===== config.mk =====
export PLATFORM = sky130hd
export DESIGN_NAME = csr_trap_regs
export DESIGN_NICKNAME = d
export VERILOG_FILES = /design/src/rtl/csr_trap_regs_pkg.sv /design/src/rtl/csr_cycle_cnt.sv /design/src/rtl/csr_trap_regs.sv
export SDC_FILE = /design/constraint.sdc
export NUM_CORES = 1
export LEC_CHECK = 0
export BUFFER_PORTS_ARGS = -buffer_cell sky130_fd_sc_hd__buf_4
export CORE_MARGIN = 1
export CORE_UTILIZATION = 61
export CTS_CLUSTER_DIAMETER = 100
export DETAILED_ROUTE_END_ITERATION = 6
export GPL_ROUTABILITY_DRIVEN = 0
export PLACE_DENSITY = 0.82
export SLEW_MARGIN = 30
export SYNTH_ARGS = -nofsm -noshare
export SYNTH_HDL_FRONTEND = slang
export SYNTH_HIERARCHICAL = 1
export SYNTH_SLANG_ARGS = --single-unit

===== constraint.sdc =====
create_clock -name clk -period 5 [get_ports clk]
set_input_delay 1 -clock clk [delete_from_list [all_inputs] [get_ports clk]]
set_output_delay 1 -clock clk [all_outputs]
set_load 0.005 [all_outputs]

===== src/rtl/csr_trap_regs_pkg.sv =====
// Shared constants for the machine-mode trap CSR file: CSR addresses,
// mstatus/mie field positions, default widths and reset values.
package csr_trap_regs_pkg;

  localparam int XLEN_DEF      = 32;
  localparam int PC_SIZE_DEF   = 32;
  localparam int ADDR_SIZE_DEF = 32;

  localparam logic [31:0] MTVEC_RESET_DEF = 32'h0000_0000;

  localparam logic [11:0] CSR_MSTATUS  = 12'h300;
  localparam logic [11:0] CSR_MIE      = 12'h304;
  localparam logic [11:0] CSR_MTVEC    = 12'h305;
  localparam logic [11:0] CSR_MSCRATCH = 12'h340;
  localparam logic [11:0] CSR_MEPC     = 12'h341;
  localparam logic [11:0] CSR_MCAUSE   = 12'h342;
  localparam logic [11:0] CSR_MTVAL    = 12'h343;
  localparam logic [11:0] CSR_MCYCLE   = 12'hB00;
  localparam logic [11:0] CSR_MCYCLEH  = 12'hB80;

  localparam int MSTATUS_MIE_BIT  = 3;
  localparam int MSTATUS_MPIE_BIT = 7;
  localparam int MSTATUS_MPP_LSB  = 11;

  localparam int MIE_MSIE_BIT = 3;
  localparam int MIE_MTIE_BIT = 7;
  localparam int MIE_MEIE_BIT = 11;

  typedef struct packed {
    logic mpie;
    logic mie;
  } mstatus_t;

  // Field order matches the exported mie_r bus {MEIE, MTIE, MSIE}.
  typedef struct packed {
    logic meie;
    logic mtie;
    logic msie;
  } mie_t;

  function automatic logic [31:0] mstatus_pack(input mstatus_t s);
    logic [31:0] v;
    v = '0;
    v[MSTATUS_MIE_BIT]                      = s.mie;
    v[MSTATUS_MPIE_BIT]                     = s.mpie;
    v[MSTATUS_MPP_LSB+1:MSTATUS_MPP_LSB]    = 2'b11;
    return v;
  endfunction

  function automatic logic [31:0] mie_pack(input mie_t s);
    logic [31:0] v;
    v = '0;
    v[MIE_MSIE_BIT] = s.msie;
    v[MIE_MTIE_BIT] = s.mtie;
    v[MIE_MEIE_BIT] = s.meie;
    return v;
  endfunction

endpackage


===== src/rtl/csr_cycle_cnt.sv =====
// Free-running 2*W-bit cycle counter with independent half writes and a
// stop input; a write in a cycle replaces the increment for that cycle.
module csr_cycle_cnt #(
  parameter int W = 32
) (
  input  logic           clk,
  input  logic           rst_n,
  input  logic           stop_i,
  input  logic           wr_lo_i,
  input  logic           wr_hi_i,
  input  logic [W-1:0]   wdata_i,
  output logic [2*W-1:0] cnt_o
);

  logic [2*W-1:0] cnt_q;
  logic [2*W-1:0] cnt_d;

  always_comb begin
    cnt_d = cnt_q;
    if (wr_lo_i || wr_hi_i) begin
      if (wr_lo_i) cnt_d[W-1:0]   = wdata_i;
      if (wr_hi_i) cnt_d[2*W-1:W] = wdata_i;
    end else if (!stop_i) begin
      // Full-width add carries low into high within the same cycle.
      cnt_d = cnt_q + {{(2*W-1){1'b0}}, 1'b1};
    end
  end

  always_ff @(posedge clk or negedge rst_n) begin
    if (!rst_n) cnt_q <= '0;
    else        cnt_q <= cnt_d;
  end

  assign cnt_o = cnt_q;

endmodule


===== src/rtl/csr_trap_regs.sv =====
// Machine-mode trap CSR file: trap-commit and MRET updates, software CSR
// access with a combinational read mux, and the mcycle counter.
module csr_trap_regs
  import csr_trap_regs_pkg::*;
#(
  parameter int                 XLEN        = XLEN_DEF,
  parameter int                 PC_SIZE     = PC_SIZE_DEF,
  parameter int                 ADDR_SIZE   = ADDR_SIZE_DEF,
  parameter logic [PC_SIZE-1:0] MTVEC_RESET = PC_SIZE'(MTVEC_RESET_DEF)
) (
  input  logic                 clk,
  input  logic                 rst_n,
  input  logic                 cmt_cause_ena,
  input  logic [XLEN-1:0]      cmt_cause,
  input  logic                 cmt_badaddr_ena,
  input  logic [ADDR_SIZE-1:0] cmt_badaddr,
  input  logic                 cmt_epc_ena,
  input  logic [PC_SIZE-1:0]   cmt_epc,
  input  logic                 cmt_status_ena,
  input  logic                 cmt_mret_ena,
  input  logic                 cycle_stop,
  input  logic [11:0]          csr_idx,
  input  logic                 csr_rd_en,
  input  logic                 csr_wr_en,
  input  logic [XLEN-1:0]      csr_wdata,
  output logic [XLEN-1:0]      csr_rdata,
  output logic                 csr_access_ilgl,
  output logic [PC_SIZE-1:0]   csr_mepc_r,
  output logic [PC_SIZE-1:0]   csr_mtvec_r,
  output logic                 status_mie_r,
  output logic [2:0]           mie_r
);

  localparam logic [PC_SIZE-1:0] EPC_MASK  = ~PC_SIZE'(1);
  localparam logic [PC_SIZE-1:0] TVEC_MASK = ~PC_SIZE'(3);

  mstatus_t             mstatus_q, mstatus_d;
  mie_t                 mie_q, mie_d;
  logic [PC_SIZE-1:0]   mtvec_q, mtvec_d;
  logic [XLEN-1:0]      mscratch_q, mscratch_d;
  logic [PC_SIZE-1:0]   mepc_q, mepc_d;
  logic [XLEN-1:0]      mcause_q, mcause_d;
  logic [ADDR_SIZE-1:0] mtval_q, mtval_d;
  logic [2*XLEN-1:0]    mcycle;

  logic [XLEN-1:0] rdata;
  logic            hit;
  logic            sw_wr;

  always_comb begin
    rdata = '0;
    hit   = 1'b1;
    case (csr_idx)
      CSR_MSTATUS:  rdata = XLEN'(mstatus_pack(mstatus_q));
      CSR_MIE:      rdata = XLEN'(mie_pack(mie_q));
      CSR_MTVEC:    rdata = XLEN'(mtvec_q);
      CSR_MSCRATCH: rdata = mscratch_q;
      CSR_MEPC:     rdata = XLEN'(mepc_q);
      CSR_MCAUSE:   rdata = mcause_q;
      CSR_MTVAL:    rdata = XLEN'(mtval_q);
      CSR_MCYCLE:   rdata = mcycle[XLEN-1:0];
      CSR_MCYCLEH:  rdata = mcycle[2*XLEN-1:XLEN];
      default:      hit   = 1'b0;
    endcase
  end

  assign csr_rdata       = rdata;
  assign csr_access_ilgl = (csr_rd_en || csr_wr_en) && !hit;
  // Unmapped addresses never reach any register.
  assign sw_wr           = csr_wr_en && hit;

  always_comb begin
    mstatus_d  = mstatus_q;
    mie_d      = mie_q;
    mtvec_d    = mtvec_q;
    mscratch_d = mscratch_q;
    mepc_d     = mepc_q;
    mcause_d   = mcause_q;
    mtval_d    = mtval_q;

    if (cmt_status_ena) begin
      mstatus_d.mpie = mstatus_q.mie;
      mstatus_d.mie  = 1'b0;
    end else if (cmt_mret_ena) begin
      mstatus_d.mie  = mstatus_q.mpie;
      mstatus_d.mpie = 1'b1;
    end else if (sw_wr && csr_idx == CSR_MSTATUS) begin
      mstatus_d.mie  = csr_wdata[MSTATUS_MIE_BIT];
      mstatus_d.mpie = csr_wdata[MSTATUS_MPIE_BIT];
    end

    if (cmt_epc_ena)                         mepc_d = cmt_epc & EPC_MASK;
    else if (sw_wr && csr_idx == CSR_MEPC)   mepc_d = PC_SIZE'(csr_wdata) & EPC_MASK;

    if (cmt_cause_ena)                       mcause_d = cmt_cause;
    else if (sw_wr && csr_idx == CSR_MCAUSE) mcause_d = csr_wdata;

    if (cmt_badaddr_ena)                     mtval_d = cmt_badaddr;
    else if (sw_wr && csr_idx == CSR_MTVAL)  mtval_d = ADDR_SIZE'(csr_wdata);

    if (sw_wr && csr_idx == CSR_MIE) begin
      mie_d.meie = csr_wdata[MIE_MEIE_BIT];
      mie_d.mtie = csr_wdata[MIE_MTIE_BIT];
      mie_d.msie = csr_wdata[MIE_MSIE_BIT];
    end
    if (sw_wr && csr_idx == CSR_MTVEC)    mtvec_d    = PC_SIZE'(csr_wdata) & TVEC_MASK;
    if (sw_wr && csr_idx == CSR_MSCRATCH) mscratch_d = csr_wdata;
  end

  always_ff @(posedge clk or negedge rst_n) begin
    if (!rst_n) begin
      mstatus_q  <= '0;
      mie_q      <= '0;
      mtvec_q    <= MTVEC_RESET & TVEC_MASK;
      mscratch_q <= '0;
      mepc_q     <= '0;
      mcause_q   <= '0;
      mtval_q    <= '0;
    end else begin
      mstatus_q  <= mstatus_d;
      mie_q      <= mie_d;
      mtvec_q    <= mtvec_d;
      mscratch_q <= mscratch_d;
      mepc_q     <= mepc_d;
      mcause_q   <= mcause_d;
      mtval_q    <= mtval_d;
    end
  end

  csr_cycle_cnt #(.W(XLEN)) u_cycle_cnt (
    .clk     (clk),
    .rst_n   (rst_n),
    .stop_i  (cycle_stop),
    .wr_lo_i (sw_wr && csr_idx == CSR_MCYCLE),
    .wr_hi_i (sw_wr && csr_idx == CSR_MCYCLEH),
    .wdata_i (csr_wdata),
    .cnt_o   (mcycle)
  );

  assign csr_mepc_r   = mepc_q;
  assign csr_mtvec_r  = mtvec_q;
  assign status_mie_r = mstatus_q.mie;
  assign mie_r        = mie_q;

endmodule

==> results_dict.tcl <==
set metrics [dict create \
    status "finished with violations" \
    violations "design-rule violations" \
    placed_cell_area_um2 15800 \
    die-area_um2 23200 \
    end_kind "primary output" \
    critPathLaunch "csr_idx[1]" \
    avgRoutedWirePerCell_um 24.6 \
    tightestPinTransition_ns 0.930 \
    grt_pass1_wl_um 72500 \
    critPathBufInv 3 \
    wirelength_um 47100 \
    cts_made_buffers 25 \
    synth-async-reset-ratio_pct 100 \
    port_buffers 246 \
    drc 23 \
    finalSetupViolCount 0 \
    hold_buffers 0 \
    syn_area_per_cell_um2 9.66 \
    cpMaxStageDelayCell "or4_1" \
    clockBufferDepth 3 \
    relSlewSlack_pct 38.0 \
    rsz0062_at_grt "false" \
    cp_common_cell "buf_4" \
    area_delta_synth_final_pct 20.6 \
    synth_area_um2 13800 \
    yosysUniqueCellTypes 76 \
    finalMaxSlewViolations 0 \
    r2r.worst_path.cells 6 \
    cp-endpoint "csr_rdata[4]" \
    final_layout_size_suffix_gt1_share_pct 30.4 \
    tritoncts "yes" \
    grt_start_max_net_pins 112 \
    synthFlopType "dfrtp_1" \
    grt_pass1_vias 12900 \
    n_fill_cell 1579 \
    grt_antenna_before_repair 0 \
    leakage_nw 7.44 \
    crit_family "simple AND/OR/NAND/NOR gates" \
    period_share_pct 84.5 \
    post_cts_buffers 0 \
    start_kind "input port" \
    clkLatencyLatePin_ns 0.53 \
    start_util_pct 62.8 \
    root_buffer "clkbuf_16" \
    fp-row-count 54 \
    place_hpwl_um 33200 \
    drt_iter0_markers 1702 \
    r2r_start "u_cycle_cnt/cnt_o[0]" \
    cp_max_fo 20 \
    coreArea_um2 22000 \
    die_w_um 152 \
    setup_tns_ns 0 \
    io_pins 251 \
    cts_sinks 226 \
    crit_type "in2out" \
    skew_ns 0.0152 \
    synth-seq-cells 226 \
    vdd_drop_max_mv 0.313 \
    via_count 13400 \
    cap_violations 0 \
    synthCells 1427 \
    drtPass1Iterations 7 \
    crit_chain "buf_4 > or4_1 > nor3_2 > buf_4 > o2bb2ai_1 > a211o_1 > buf_4" \
    cts-htree-levels 1 \
    synth-edff-count 0 \
    r2r_end "u_cycle_cnt/cnt_o[50]" \
    ant_nets 0 \
    yosysMostFrequentCell "dfrtp_1" \
    clock.fmax_mhz 237 \
    final_nets 1772 \
    finalHoldViolCount 0 \
    yosys.area.top_type "dfrtp_1" \
    crit_cells 7 \
    track_usage_pct 40.2 \
    hold_class "reg2reg" \
    cts.clk_slew.worst_paths_ns 0.06 \
    synth_area_leaders "dfrtp_1, mux2_2, mux2i_1, nand2_1, nand3_1" \
    n_antenna_cell 0 \
    crit_path_max_incr_delay_ns 0.95 \
    fin_crit_ns 4.22 \
    power.density_nw_per_um2 273 \
    synth_warnings 6 \
    via_per_inst 7.02 \
    cts.repair.resized 0 \
    finalInstanceArea_um2 16600 \
    reg2reg_slack_ns 1.84 \
    yosysTopAreaCellShare_pct 41.0 \
    synth_seq_area_share_pct 41.0 \
    required_ns 4.00 \
    synth_commonest_cells "dfrtp_1, nand2_1, mux2_2" \
    die_h_um 152 \
    arrival_ns 3.22 \
    overflow 0 \
]
==> through the flow <==
stage / setup WS [ns] / utilization [%] / hold WS (ns) / power (mW) / instances
2_1_floorplan: 1.25 / - / 0.477 / 2.39 / 1429
3_3_place_gp: 0.721 / 72.0 / 0.486 / 2.70 / 1874
3_5_place_dp: 0.680 / 72.0 / 0.492 / 2.72 / 1874
4_1_cts: 0.823 / 75.7 / 0.507 / 4.53 / 1916
5_1_grt: 0.703 / 75.7 / 0.519 / 4.67 / 1916
6_report: 0.777 / 75.7 / 0.506 / 4.54 / 1916
==> power breakdown <==
group | internal, mW | switching, mW | leakage, nW | total [mW]
Clock | 1.06 | 0.766 | 0.405 | 1.83
Combinational | 0.289 | 0.328 | 4.20 | 0.617
Sequential | 1.94 | 0.145 | 2.84 | 2.09
Total | 3.30 | 1.24 | 7.44 | 4.54
==> cell type report <==
class                           instances  area [um2]  share of cell area [%]
Clock buffer                           33         726                    4.37
Clock inverter                          9        77.6                   0.467
Inverter                                9        33.8                   0.203
Multi-Input combinational cell       1085        7700                    46.3
Sequential cell                       226        5660                    34.0
Tap cell                              280         350                    2.11
Timing Repair Buffer                  274        2080                    12.5
==> routing by layer <==
layer	wire [um]	vias to the layer above	global-route usage (%)
met4	2890	0	22.0
met1	17200	6499	51.6
met5	0	-	0
met3	4990	201	6.94
li1	-	5788	-
met2	22000	960	64.9
==> how the worst min path moves through the flow <==
stage / slack [ns] / end / cells past startpoint / start
3_5_place_dp: 0.49 / mscratch_q[1] / 1 / mscratch_q[1]
3_3_place_gp: 0.49 / mscratch_q[18] / 1 / mscratch_q[18]
5_1_grt: 0.52 / mscratch_q[30] / 1 / mscratch_q[30]
2_1_floorplan: 0.48 / mtval_q[11] / 2 / mtval_q[11]
4_1_cts: 0.51 / mscratch_q[6] / 1 / mscratch_q[6]
6_report: 0.51 / mscratch_q[6] / 1 / mscratch_q[6]
==> logic make-up (layout without fill, tap and decap cells) <==
kind of cell / count (synthesis) / count (layout) / share of synthesized area (%)
simple gates: 605 / 605 / 24.4
compound gates: 244 / 244 / 13.1
flops: 226 / 226 / 41.0
mux: 209 / 209 / 16.5
buf+inv: 118 / 325 / 3.42
xor+xnor: 23 / 23 / 1.46
fa+ha+maj: 1 / 1 / 0.0908
other cells: 1 / 3 / 0.0272
==> registers in the layout (all words and copies together) (netlist names) <==
name / count
mscratch_q: 32
u_cycle_cnt/cnt_o: 64
status_mie_r: 1
csr_mtvec_r: 30
csr_mepc_r: 31
mtval_q: 32
mcause_q: 32
mstatus_q: 1
mie_r: 3
==> cells in the final DEF (no fill, tap or decap), types with 14 or more instances in the layout <==
cell type | synthesis | final
mux2_2 | 141 | 141
mux2i_1 | 68 | 68
clkbuf_16 | 0 | 25
dfrtp_1 | 226 | 226
nand2_1 | 147 | 147
nand3_1 | 106 | 106
nor4_1 | 27 | 25
or3b_1 | 25 | 25
nand3b_1 | 33 | 33
a31oi_1 | 37 | 37
o32ai_1 | 14 | 14
buf_4 | 3 | 272
nand4_1 | 44 | 44
o2bb2ai_1 | 36 | 36
a21oi_1 | 32 | 32
a221o_1 | 23 | 23
o21ai_0 | 27 | 27
nor2_1 | 80 | 78
nor3_1 | 24 | 23
==> worst reg2reg max path, stage by stage, from the launching register on <==
cell and delay [ns]:
dfrtp_1 0.46, ha_1 0.28, nand4_2 0.27, or3_1 0.70, nor4_2 0.71, nand4_1 0.34
o211a_1 0.30
Note: power is estimated with default switching activity, not from simulation.
